### config.mk
export PLATFORM = sky130hd
export DESIGN_NAME = vga_sync_gen
export DESIGN_NICKNAME = d
export VERILOG_FILES = /design/src/rtl/vga_sync_gen.sv
export SDC_FILE = /design/constraint.sdc
export NUM_CORES = 1
export LEC_CHECK = 0
export CAP_MARGIN = 10
export CORE_AREA = 10 10 61 83
export CTS_CLUSTER_DIAMETER = 80
export DETAILED_ROUTE_END_ITERATION = 10
export DIE_AREA = 0 0 71 93
export GPL_TIMING_DRIVEN = 0
export PLACE_DENSITY = 0.74
export RECOVER_POWER = 25
export SETUP_SLACK_MARGIN = 0.5
export SLEW_MARGIN = 20
export SYNTH_ARGS = -nofsm -noshare
export SYNTH_HDL_FRONTEND = slang
export SYNTH_SLANG_ARGS = --single-unit
### constraint.sdc
create_clock -name clk -period 1.7 [get_ports clk]
set_clock_uncertainty 0.05 [all_clocks]
set_input_delay 0.34 -clock clk [delete_from_list [all_inputs] [get_ports clk]]
set_output_delay 0.34 -clock clk [all_outputs]
set_load 0.005 [all_outputs]
### src/rtl/vga_sync_gen.sv
// ============================================================================
// vga_sync_gen
// ----------------------------------------------------------------------------
// Pixel-timing generator for the 640x480@60 Hz VGA output path. Produces the
// horizontal/vertical beam counters used by the frame-buffer/sprite renderer,
// plus hsync, vsync, display_on and frame_tick. The four timing strobes can be
// delayed so they line up with the renderer's registered colour output.
//
// Build option:
//   VGA_SYNC_ALIGN_EN  defined   -> strobes pass through a PIPE_DELAY-deep
//                                   delay line (shifts only on pix_en).
//                      undefined -> no delay registers; strobes are the raw
//                                   combinational decode of the counters.
//
// Ports:
//   clk          in   system clock
//   reset        in   asynchronous, active-low reset
//   pix_en       in   pixel-step enable (tie high for a 25 MHz clk)
//   counter_H    out  current column, 0..H_TOTAL-1
//   counter_V    out  current line, 0..V_TOTAL-1
//   hsync        out  horizontal sync, active-low, aligned
//   vsync        out  vertical sync, active-low, aligned
//   display_on   out  high while the aligned pixel is visible
//   frame_tick   out  one-step pulse on the last pixel of a frame, aligned
//   frame_count  out  frames completed, wraps modulo 256 (never delayed)
// ============================================================================
module vga_sync_gen #(
    parameter int H_ACTIVE   = 640,
    parameter int H_FP       = 16,
    parameter int H_SYNC     = 96,
    parameter int H_BP       = 48,
    parameter int V_ACTIVE   = 480,
    parameter int V_FP       = 10,
    parameter int V_SYNC     = 2,
    parameter int V_BP       = 33,
    parameter int PIPE_DELAY = 2
) (
    input  logic       clk,
    input  logic       reset,
    input  logic       pix_en,
    output logic [9:0] counter_H,
    output logic [9:0] counter_V,
    output logic       hsync,
    output logic       vsync,
    output logic       display_on,
    output logic       frame_tick,
    output logic [7:0] frame_count
);

    localparam int H_TOTAL = H_ACTIVE + H_FP + H_SYNC + H_BP;
    localparam int V_TOTAL = V_ACTIVE + V_FP + V_SYNC + V_BP;

    // Refuse to elaborate with timings that do not fit the 10-bit counters
    // or with an alignment depth the renderer does not support.
    if (H_TOTAL > 1024 || V_TOTAL > 1024 || PIPE_DELAY < 1 || PIPE_DELAY > 4)
    begin : g_param_check
        $error("vga_sync_gen: timing parameters out of range");
    end

    localparam logic [9:0] H_LAST = 10'(H_TOTAL - 1);
    localparam logic [9:0] V_LAST = 10'(V_TOTAL - 1);

    // Window bounds are 11 bits wide so an end bound of exactly 1024 still
    // compares correctly against a 10-bit counter.
    localparam logic [10:0] H_VIS    = 11'(H_ACTIVE);
    localparam logic [10:0] V_VIS    = 11'(V_ACTIVE);
    localparam logic [10:0] HS_START = 11'(H_ACTIVE + H_FP);
    localparam logic [10:0] HS_END   = 11'(H_ACTIVE + H_FP + H_SYNC);
    localparam logic [10:0] VS_START = 11'(V_ACTIVE + V_FP);
    localparam logic [10:0] VS_END   = 11'(V_ACTIVE + V_FP + V_SYNC);

    // One stage of timing strobes.
    typedef struct packed {
        logic hs;
        logic vs;
        logic de;
        logic ft;
    } tap_t;

    // ------------------------------------------------------------------
    // Beam counters and frame counter
    // ------------------------------------------------------------------
    logic h_wrap;
    logic v_wrap;

    assign h_wrap = (counter_H == H_LAST);
    assign v_wrap = (counter_V == V_LAST);

    always_ff @(posedge clk or negedge reset) begin
        if (!reset) begin
            counter_H   <= 10'd0;
            counter_V   <= 10'd0;
            frame_count <= 8'd0;
        end else if (pix_en) begin
            if (h_wrap) begin
                counter_H <= 10'd0;
                if (v_wrap) begin
                    // Both counters wrap on this edge: a frame has completed.
                    counter_V   <= 10'd0;
                    frame_count <= frame_count + 8'd1;
                end else begin
                    counter_V <= counter_V + 10'd1;
                end
            end else begin
                counter_H <= counter_H + 10'd1;
            end
        end
    end

    // ------------------------------------------------------------------
    // Raw strobes decoded from the current counter values
    // ------------------------------------------------------------------
    logic [10:0] h_ext;
    logic [10:0] v_ext;
    tap_t        raw;

    assign h_ext = {1'b0, counter_H};
    assign v_ext = {1'b0, counter_V};

    assign raw.hs = ~((h_ext >= HS_START) && (h_ext < HS_END));
    assign raw.vs = ~((v_ext >= VS_START) && (v_ext < VS_END));
    assign raw.de = (h_ext < H_VIS) && (v_ext < V_VIS);
    assign raw.ft = h_wrap && v_wrap;

`ifdef VGA_SYNC_ALIGN_EN
    // ------------------------------------------------------------------
    // Alignment delay line. Reset loads every stage with the inactive
    // strobe pattern, so a reset in the middle of a sync pulse ends it at
    // once instead of letting the tail drain out.
    // ------------------------------------------------------------------
    localparam tap_t TAP_IDLE = '{hs: 1'b1, vs: 1'b1, de: 1'b0, ft: 1'b0};

    tap_t pipe [PIPE_DELAY];

    always_ff @(posedge clk or negedge reset) begin
        if (!reset) begin
            for (int i = 0; i < PIPE_DELAY; i++) begin
                pipe[i] <= TAP_IDLE;
            end
        end else if (pix_en) begin
            pipe[0] <= raw;
            for (int i = 1; i < PIPE_DELAY; i++) begin
                pipe[i] <= pipe[i-1];
            end
        end
    end

    assign hsync      = pipe[PIPE_DELAY-1].hs;
    assign vsync      = pipe[PIPE_DELAY-1].vs;
    assign display_on = pipe[PIPE_DELAY-1].de;
    assign frame_tick = pipe[PIPE_DELAY-1].ft;
`else
    // No alignment: strobes follow the counters directly. During reset the
    // counters sit at 0,0, which is a visible pixel, so display_on is high.
    assign hsync      = raw.hs;
    assign vsync      = raw.vs;
    assign display_on = raw.de;
    assign frame_tick = raw.ft;
`endif

endmodule

==> impl_metrics.json <==
{
  "worstSetupPathType": "reg2out",
  "relSlewSlack_pct": 50.1,
  "setup_slack_ns": -0.301,
  "rows": 26,
  "cts_tree": "done",
  "p_total_mw": 1.95,
  "netlist_instances": 143,
  "num_vias": 1655,
  "synth_commonest_cells": "dfrtp_1, nand3_1, nand2_1, xor2_1",
  "cts.htree.levels": 1,
  "synth-edff-count": 0,
  "synth_seq_area_share_pct": 45.0,
  "port_buffers": 33,
  "groute.usage.overall_pct": 14.5,
  "root_buffer": "clkbuf_8",
  "p_int_mw": 1.35,
  "fin_crit_sh_pct": 118,
  "synth.top_cell.area_share_pct": 45.0,
  "max_stage_delay_ns": 0.43,
  "pin_count": 35,
  "grt_pass1_wl_mm": 7.91,
  "reg2reg_slack_ns": -0.16,
  "cts.clk_slew.worst_paths_ns": 0.10,
  "syn-num-nets": 152,
  "maxCapViolations": 0,
  "p_sw_share_pct": 30.9,
  "hold_path.class": "in2async",
  "first_pass_iters": 4,
  "gr-total-overflow": 0,
  "hold_ws_ns": 0.0477,
  "p_switching_mw": 0.603,
  "synth_area_um2": 1560,
  "cts_buffers": 3,
  "power.share.combinational_pct": 38.0,
  "tightest_slew_ns": 0.748,
  "synthArstFlopShare_pct": 100,
  "vias_per_cell": 5.55,
  "endpoint_kind": "output port",
  "yosys_warnings": 0,
  "crit_required_ns": 1.31,
  "antenna_found_initial": 0,
  "critPathLaunchType": "flip-flop",
  "power.density_nw_per_um2": 667,
  "p_leak_nw": 1.42,
  "die_w_um": 71,
  "setup_violations": 15,
  "grt_pass1_vias": 1689,
  "cp_top_family": "flip-flops",
  "path_cells": "inv_2 > ha_4 > and4bb_1 > nand3_2 > buf_8 > nor2_4 > buf_6",
  "drv_slew": 0,
  "rsz0062_at_grt": "yes",
  "path_buf_inv": 3,
  "die-area_um2": 6600,
  "yosysMostFrequentCell": "dfrtp_1",
  "nets": 266,
  "power_frac_seq_pct": 41.7,
  "crit_fanout": 2,
  "core-area_um2": 3580,
  "area_growth_pct": 87.7,
  "place_congestion": 0.839,
  "finalHoldViolCount": 0,
  "fmax_mhz": 500,
  "layout-drive-gt1-share_pct": 69.5,
  "clock_latency_ns": 0.29,
  "arrival_ns": 1.61,
  "drc": 0,
  "wl_per_cell_um": 20.6,
  "synth-seq-cells": 28,
  "postCtsHoldBufs": 0,
  "ant_nets": 0,
  "vdd_drop_max_mv": 0.721,
  "synth_area_leaders": "dfrtp_1, xor2_1, ha_1, xnor2_1, nand3_1",
  "fin_crit_ns": 2.00,
  "pwr-share-clk_pct": 20.4,
  "drt_iter0_drc": 98,
  "start_util_pct": 43.5,
  "synth_top_area_cell": "dfrtp_1",
  "die_y_um": 93,
  "syn-mean-instance-area_um2": 10.9,
  "synth-main-ff-cell": "dfrtp_1",
  "clock_path_buffers": 2,
  "netlist-cell-type-count": 43,
  "hpwl_mm": 2.87,
  "violations": "negative setup slack",
  "grt_max_degree": 29,
  "slowest_stage": "dfrtp_2",
  "antenna_cells": 0,
  "clock_sinks": 28,
  "status": "finished, violations left",
  "routed_wl_mm": 6.15
}
==> cells by family (layout without fill, tap and decap cells) <==
group	Yosys count	in the layout	share of synthesized area [%]
AOI/OAI and AO/OA	13	13	5.23
buffers and inverters	9	121	2.97
xor gates and xnor gates	18	18	10.6
adders and majority gates	6	6	4.82
muxes	3	3	2.01
and+or+nand+nor	66	67	29.3
DFF	28	28	45.0
==> metrics by stage <==
stage / TNS, ns / utilization, % / instances / setup WS [ns] / cell area [um2]
2_1_floorplan: 0 / - / 143 / 0.123 / 1630
3_3_place_gp: -6.77 / 56.2 / 218 / -0.483 / 2010
3_5_place_dp: -0.984 / 56.1 / 218 / -0.499 / 2010
4_1_cts: -0.617 / 71.3 / 276 / -0.252 / 2550
5_1_grt: -2.73 / 81.6 / 298 / -0.355 / 2920
6_report: -1.82 / 81.6 / 298 / -0.301 / 2920
==> power by group through the flow <==
stage	clock, mW	combinational [mW]	sequential, mW
6_report	0.397	0.740	0.812
5_1_grt	0.419	0.803	0.819
3_3_place_gp	0	0.316	0.865
3_5_place_dp	0	0.326	0.863
2_1_floorplan	0	0.153	0.842
4_1_cts	0.383	0.619	0.807
==> final timing paths <==
path	end	start	depth (start not counted)
worst max-delay path	frame_tick	counter_V[0]$_DFFE_PN0P_	7
worst min-delay path	frame_count[3]$_DFFE_PN0P_	reset	1
worst max register to register	counter_V[4]$_DFFE_PN0P_	counter_V[0]$_DFFE_PN0P_	9
worst min register to register	frame_count[7]$_DFFE_PN0P_	frame_count[7]$_DFFE_PN0P_	2
max in group asynchronous	counter_V[4]$_DFFE_PN0P_	reset	1
min in group clk	counter_H[1]$_DFFE_PN0P_	pix_en	2
==> registers in the layout (all words and copies together), names as in the netlist <==
| signal | flops |
|---|---|
| counter_V | 10 |
| counter_H | 10 |
| frame_count | 8 |
==> layout make-up <==
| type | instances | area (um2) |
|---|---|---|
| timing repair buffer | 108 | 1030 |
| tap | 42 | 52.6 |
| buffer | 3 | 35.0 |
| fill | 210 | 657 |
| inverter | 6 | 22.5 |
| multi-input combinational | 107 | 1020 |
| clock buffer | 4 | 45.0 |
| sequential | 28 | 719 |
==> per-layer routing <==
metal	routed length [um]	part of all wire (%)	GRT usage, %	vias to the layer above
met4	254	4.1	5.99	0
met1	2080	34	14.0	827
met3	459	7.5	4.87	19
met5	0	0	0	-
met2	3350	54	27.2	68
li1	-	-	-	741
==> repair_timing <==
| item | in CTS | in global routing |
|---|---|---|
| gates resized for setup | 179 | 48 |
| endpoints found under the setup margin | 57 | 58 |
| pin swaps | 8 | 24 |
| cloned | 0 | 2 |
| setup buffers | 54 | 20 |
| endpoints found under the hold margin | 0 | 0 |
==> placed cells by master (no fill, tap or decap), drive strengths merged, types with 7 or more instances in the layout <==
master,synthesis,routed
nand3,13,14
nand2,9,9
xnor2,9,9
dfrtp,28,28
buf,3,107
nor2,8,8
xor2,9,9
nand4,7,7
Note: power is estimated with default switching activity, not from simulation.
